<file path="config.mk">
export PLATFORM = sky130hd
export DESIGN_NAME = mram_arbiter
export DESIGN_NICKNAME = d
export VERILOG_FILES = /design/src/rtl/mram_arbiter.sv
export SDC_FILE = /design/constraint.sdc
export NUM_CORES = 1
export LEC_CHECK = 0
export ABC_AREA = 1
export CAP_MARGIN = 30
export CORE_MARGIN = 4
export CORE_UTILIZATION = 40
export DETAILED_ROUTE_END_ITERATION = 16
export DONT_BUFFER_PORTS = 1
export HOLD_SLACK_MARGIN = 0.02
export PLACE_DENSITY = 0.56
export SLEW_MARGIN = 20
export SYNTH_ARGS = -nofsm -noshare
export SYNTH_HDL_FRONTEND = slang
export SYNTH_SLANG_ARGS = --single-unit
</file>
<file path="constraint.sdc">
create_clock -name clk -period 1.31 [get_ports clk]
set_input_delay 0.3275 -clock clk [delete_from_list [all_inputs] [get_ports clk]]
set_output_delay 0.3275 -clock clk [all_outputs]
set_load 0.05 [all_outputs]
</file>
<file path="src/rtl/mram_arbiter.sv">
// Two-port MRAM arbiter: grants one requester at a time and runs a fixed-timing async SRAM-style cycle.
// Define MRAM_RR_ARB_EN for round-robin arbitration; fixed priority (port 0 wins) otherwise.
module mram_arbiter #(
  parameter int WAIT_CYCLES = 3
) (
  input  logic        clk,
  input  logic        rst_n,
  input  logic        req0_valid,
  input  logic        req1_valid,
  output logic        req0_ready,
  output logic        req1_ready,
  input  logic        req0_rw,
  input  logic        req1_rw,
  input  logic [19:0] req0_addr,
  input  logic [19:0] req1_addr,
  input  logic [15:0] req0_wdata,
  input  logic [15:0] req1_wdata,
  input  logic [1:0]  req0_be_n,
  input  logic [1:0]  req1_be_n,
  output logic        rsp_valid,
  output logic        rsp_id,
  output logic [15:0] rsp_rdata,
  output logic [19:0] mram_addr,
  output logic [15:0] mram_dq_out,
  output logic        mram_dq_oe,
  input  logic [15:0] mram_dq_in,
  output logic        chip_en,
  output logic        write_en,
  output logic        out_en,
  output logic        lower_byte_en,
  output logic        upper_byte_en,
  output logic        busy
);

  typedef enum logic [1:0] {IDLE, SETUP, ACCESS, HOLD} state_t;

  localparam logic [3:0] WAIT_LD = 4'(WAIT_CYCLES);

  state_t     state, state_nxt;
  logic [3:0] cnt;
  logic       rw_q;
  logic       id_q;
  logic [1:0] be_q;
  logic       last_grant;
  logic       grant_sel;
  logic       hs;

  // grant_sel only matters when some port is valid; otherwise it idles on last_grant
  always_comb begin
`ifdef MRAM_RR_ARB_EN
    if (req0_valid && req1_valid) grant_sel = ~last_grant;
    else if (req0_valid)          grant_sel = 1'b0;
    else if (req1_valid)          grant_sel = 1'b1;
    else                          grant_sel = last_grant;
`else
    if (req0_valid)      grant_sel = 1'b0;
    else if (req1_valid) grant_sel = 1'b1;
    else                 grant_sel = last_grant;
`endif
  end

  assign req0_ready = rst_n && (state == IDLE) && req0_valid && !grant_sel;
  assign req1_ready = rst_n && (state == IDLE) && req1_valid &&  grant_sel;
  assign hs         = req0_ready | req1_ready;

  always_comb begin
    state_nxt = state;
    case (state)
      IDLE:    if (hs) state_nxt = SETUP;
      SETUP:   state_nxt = ACCESS;
      ACCESS:  if (cnt == 4'd1) state_nxt = HOLD;
      HOLD:    state_nxt = IDLE;
      default: state_nxt = IDLE;
    endcase
  end

  always_ff @(posedge clk) begin
    if (!rst_n) state <= IDLE;
    else        state <= state_nxt;
  end

  always_ff @(posedge clk) begin
    if (!rst_n) begin
      last_grant  <= 1'b1;
      mram_addr   <= '0;
      mram_dq_out <= '0;
      rsp_rdata   <= '0;
      rsp_id      <= 1'b0;
      rw_q        <= 1'b0;
      id_q        <= 1'b0;
      be_q        <= 2'b11;
      cnt         <= '0;
    end else begin
      if (hs) begin
        rw_q        <= grant_sel ? req1_rw    : req0_rw;
        mram_addr   <= grant_sel ? req1_addr  : req0_addr;
        mram_dq_out <= grant_sel ? req1_wdata : req0_wdata;
        be_q        <= grant_sel ? req1_be_n  : req0_be_n;
        id_q        <= grant_sel;
        last_grant  <= grant_sel;
      end
      if (state == SETUP)       cnt <= WAIT_LD;
      else if (state == ACCESS) cnt <= cnt - 4'd1;
      // read data is sampled on the edge that closes the final access cycle
      if (state == ACCESS && cnt == 4'd1 && !rw_q) begin
        rsp_rdata <= mram_dq_in;
        rsp_id    <= id_q;
      end
    end
  end

  always_comb begin
    chip_en       = 1'b1;
    write_en      = 1'b1;
    out_en        = 1'b1;
    lower_byte_en = 1'b1;
    upper_byte_en = 1'b1;
    mram_dq_oe    = 1'b0;
    rsp_valid     = 1'b0;
    busy          = (state != IDLE);
    case (state)
      SETUP: begin
        chip_en    = 1'b0;
        mram_dq_oe = rw_q;
      end
      ACCESS: begin
        chip_en       = 1'b0;
        write_en      = ~rw_q;
        out_en        = rw_q;
        lower_byte_en = be_q[0];
        upper_byte_en = be_q[1];
        mram_dq_oe    = rw_q;
      end
      HOLD: begin
        mram_dq_oe = rw_q;
        rsp_valid  = ~rw_q;
      end
      default: ;
    endcase
  end

endmodule

</file>
; ---- After elaboration in Yosys (flattened, before gate mapping)
; Index checks and enable logic that the tools add are counted.
[word_totals]
wordCells = 55
inputBits = 98
output_inout_bits = 63
ff_bits = 64
[op_classes]
n_mux = 18
n_addsub = 1
bitwise = 3
n_reduce_logical = 16
n_eq_ne = 6
[op_table]
columns = cell, n
row1 = $mux W20, 1
row2 = $mux W16, 1
row3 = $mux W1, 10
row4 = $mux W2, 5
row5 = $pmux W2 S4, 1
row6 = $logic_and A1 B1 Y1, 7
row7 = $eq A2 B2 Y1 const B, 2
row8 = $eq A4 B1 Y1 const B, 1
row9 = $ne A2 B2 Y1 const B, 2
row10 = $reduce_bool A2 Y1, 2
row11 = $reduce_or A2 Y1, 2
row12 = $sub A4 B1 Y4 const B, 1
row13 = $reduce_or A3 Y1, 1
row14 = $eq A2 B1 Y1 const B, 1
row15 = $logic_not A1 Y1, 2
row16 = $logic_not A2 Y1, 1
row17 = $not A1 Y1, 2
row18 = $reduce_and A2 Y1, 1
row19 = $or A1 B1 Y1, 1

; ---- Depth between registers and ports, before layout
[depth]
word_depth = 7
ltp_mapped = 9
depth_no_buf = 9

; ---- Least setup slack after synthesis
; No wires, ideal clock.
[synth_path]
path_type = register -> output
from = reg state[0]
to = out req0_ready
slack_ns = -0.353
stages_incl_launch_ff = 5
t_required_ns = 0.983
arrival_time_ns = 1.335
path_buffers = 0
path_cell_list = dfxtp_1 > inv_1 > ha_1 > nand2_2 > nor2_1
[synth_between]
elab_chain_len = 4
[synth_lines]
columns = element, line_no
row1 = start: declaration, 39  ; state_t state, state_nxt;
row2 = start signal: assignment, 79  ; else state <= state_nxt;
row3 = $logic_not A2 Y1, 62  ; assign req0_ready = rst_n && (state == IDLE) && req0_valid && !grant_sel;
row4 = $logic_and A1 B1 Y1 (3 in series), 62
row5 = end: declaration, 10  ; output logic req0_ready,
; Every way passes these cells.

; ---- Worst setup path after layout
[layout_path]
from = reg state[1]
to = out req1_ready
[layout_between]
elab_chain_len = 4
[layout_lines]
columns = element, line_no
row1 = $logic_not A2 Y1, 63  ; assign req1_ready = rst_n && (state == IDLE) && req1_valid && grant_sel;
row2 = $logic_and A1 B1 Y1 (3 in series), 63
row3 = end: declaration, 11  ; output logic req1_ready,
; Every way passes these cells.

==> impl_metrics.tcl <==
set metrics [dict create \
    status "finished, violations left" \
    violations "negative setup slack" \
    die_h_um 94.6 \
    die_x_um 94.6 \
    yosys_warnings 0 \
    syn_nets 542 \
    place_congestion 0.770 \
    drt_iter0_drc 74 \
    vias_per_cell 4.74 \
    grt_pass1_wl_mm 12.8 \
    critical_path_arrival_ns 1.35 \
    clock-sinks 64 \
    synth_cells 437 \
    first_pass_iters 6 \
    drtAntennaViolNets 0 \
    leakage_nw 2.00 \
    final_nets 613 \
    grt_pass1_vias 2739 \
    crit_path_end_kind "output pin" \
    grt_usage_pct 18.5 \
    tns_ns -18.09 \
    wl_mm 8.73 \
    boundaryPins 161 \
    report.final.hold_viol_count 0 \
    grt_antenna_before_repair 0 \
    numCtsBuffers 9 \
    max_clock_freq_ghz 0.596 \
    cap_violations 0 \
    ys_seq_elements 64 \
    dp.cells 566 \
    final_max_slew_viol_count 0 \
    cts.clk_slew.worst_paths_ns 0.07 \
    worst_slew_pin_slew_ns 0.359 \
    cts_tree "built" \
    worstPathMaxFanout 3 \
    cts-root-buf "clkbuf_8" \
    irDropWorstVdd_mv 0.725 \
    power_density_nw_per_um2 2080 \
    yosysTopAreaCellShare_pct 42.7 \
    mappedNetlistArea_sq_um 3000 \
    hold_class "in2reg" \
    finalSetupViolations 69 \
    io_buffer_count 0 \
    clock_path_buffers 2 \
    final_cells 612 \
    die_area_sq_um 8950 \
    via_count 2903 \
    use_met2_pct 31.1 \
    busiest_layer "met2" \
    wl_per_cell_um 14.3 \
    required_ns 0.98 \
    drc 0 \
    worst_slack_ns -0.367 \
    layout-drive-gt1-share_pct 40.5 \
    relSlewSlack_pct 75.8 \
    critical_path_class "reg2out" \
    coreArea_sq_um 7250 \
    yosysMostFrequentCell "nor2_1" \
    clock_latency_ns 0.34 \
    rows 31 \
    synth_cell_types 23 \
    multi_input_area_sq_um 1660 \
    ctsHoldBuffers 0 \
    syn_area_per_cell_sq_um 6.86 \
    htreeDepth 3 \
    dpl.hpwl_mm 5.39 \
    synth_edf_count 0 \
    areaGrowthSynthToFinish_pct 52.6 \
    initial_utilization_pct 41.3 \
    diodes 0 \
    grt_max_degree 63 \
    synth-main-ff-cell "dfxtp_1" \
    async_flop_share_pct 0 \
    period_needed_ns 1.68 \
    start_kind "register" \
    yosys-top-cells-count "84 x nor2_1, 70 x inv_1, 64 x dfxtp_1" \
    nFillCells 616 \
    use_met3_pct 5.18 \
    fin_hold_ws_ns 0.0937 \
    regArea_sq_um 1320 \
    seq_area_frac_synth_pct 42.7 \
    yosys.area.top_type "dfxtp_1" \
    ys_top_cells_by_area "dfxtp_1 43%, nor2_1 11%, inv_1 8.8%" \
    gr-total-overflow 0 \
    rsz0062_at_grt "yes" \
    finalCritPeriodShare_pct 128 \
    grt.met1_usage_pct 22.4 \
    fin_skew_ns 0.00992 \
]
## cells in the final DEF, fill, tap and decap left out, types with 10 or more instances in the layout
cell and instances:
inv_1 63, nor2_1 50, buf_4 50, o21ai_1 48, nand2_1 47, dfxtp_1 39
o21ai_0 32, dfxtp_2 24, nor2_2 22, a21oi_1 20, o21ai_2 18, nor2_4 13
buf_12 13, buf_6 12, clkbuf_8 10
## flip-flops by register name, indices dropped and copies added (netlist names)
| signal | cells |
|---|---|
| mram_addr | 20 |
| mram_dq_out | 16 |
| rsp_rdata | 16 |
| cnt | 4 |
| be_q | 2 |
| state | 2 |
| id_q | 1 |
| last_grant | 1 |
| rsp_id | 1 |
| rw_q | 1 |
## repair_timing
| action | 4_1_cts | 5_1_grt |
|---|---|---|
| gates resized for setup | 111 | 55 |
| endpoints found under the setup margin | 90 | 71 |
| gates cloned | 7 | 3 |
| pin swaps | 10 | 14 |
| setup buffers | 21 | 6 |
## worst max-delay path: stages, from the launching register on
cell and delay (ns):
dfxtp_4 0.38, inv_4 0.05, ha_4 0.16, nand2_4 0.07, inv_4 0.04, nand3_4 0.06
clkinvlp_4 0.25
## stage by stage
stage	util, %	power, mW	area (sq um)	setup slack, ns
2_1_floorplan	-	5.50	3050	-0.0819
3_3_place_gp	48.9	6.53	3540	-0.0867
3_5_place_dp	48.9	6.58	3540	-0.157
4_1_cts	59.9	9.27	4340	-0.379
5_1_grt	63.1	10.0	4580	-0.423
6_report	63.1	9.51	4580	-0.367
## area by class of cell
class | instances | area share [%]
multi-input cells | 276 | 36.3
repair inverters | 1 | 0.355
clock buffers | 10 | 3.01
repair buffers | 83 | 21.2
well taps | 99 | 2.71
clock inverters | 6 | 0.929
inverters | 73 | 6.81
flip-flops and latches | 64 | 28.7
## where the power goes
group,internal (mW),switching [mW],total (mW)
sequential,2.44,0.788,3.23
clock,0.741,0.802,1.54
combinational,2.05,2.68,4.73
total,5.23,4.27,9.51
## final timing paths
check                  endpoint  startpoint  cells past startpoint  slack [ns]
hold / removal    rsp_rdata[12]       rst_n                      2        0.09
hold reg to reg            id_q        id_q                      2        0.49
setup / recovery     req1_ready    state[1]                      6       -0.37
setup reg to reg  mram_addr[19]    state[1]                     12       -0.34
## logic make-up (layout without fill, tap and decap cells)
kind of cell	Yosys count	after routing	synth area share, %
compound gates	126	126	21.7
fa+ha+maj	7	7	2.92
buf+inv	97	173	14.1
flops	64	64	42.7
simple gates	143	143	18.6
## layer usage
layer | share of wire [%] | wire length [um]
met1 | 42 | 3650
met4 | 0.89 | 78
met3 | 8.1 | 703
met2 | 49 | 4300
met5 | 0 | 0
Power figures use the tool's default switching activity.
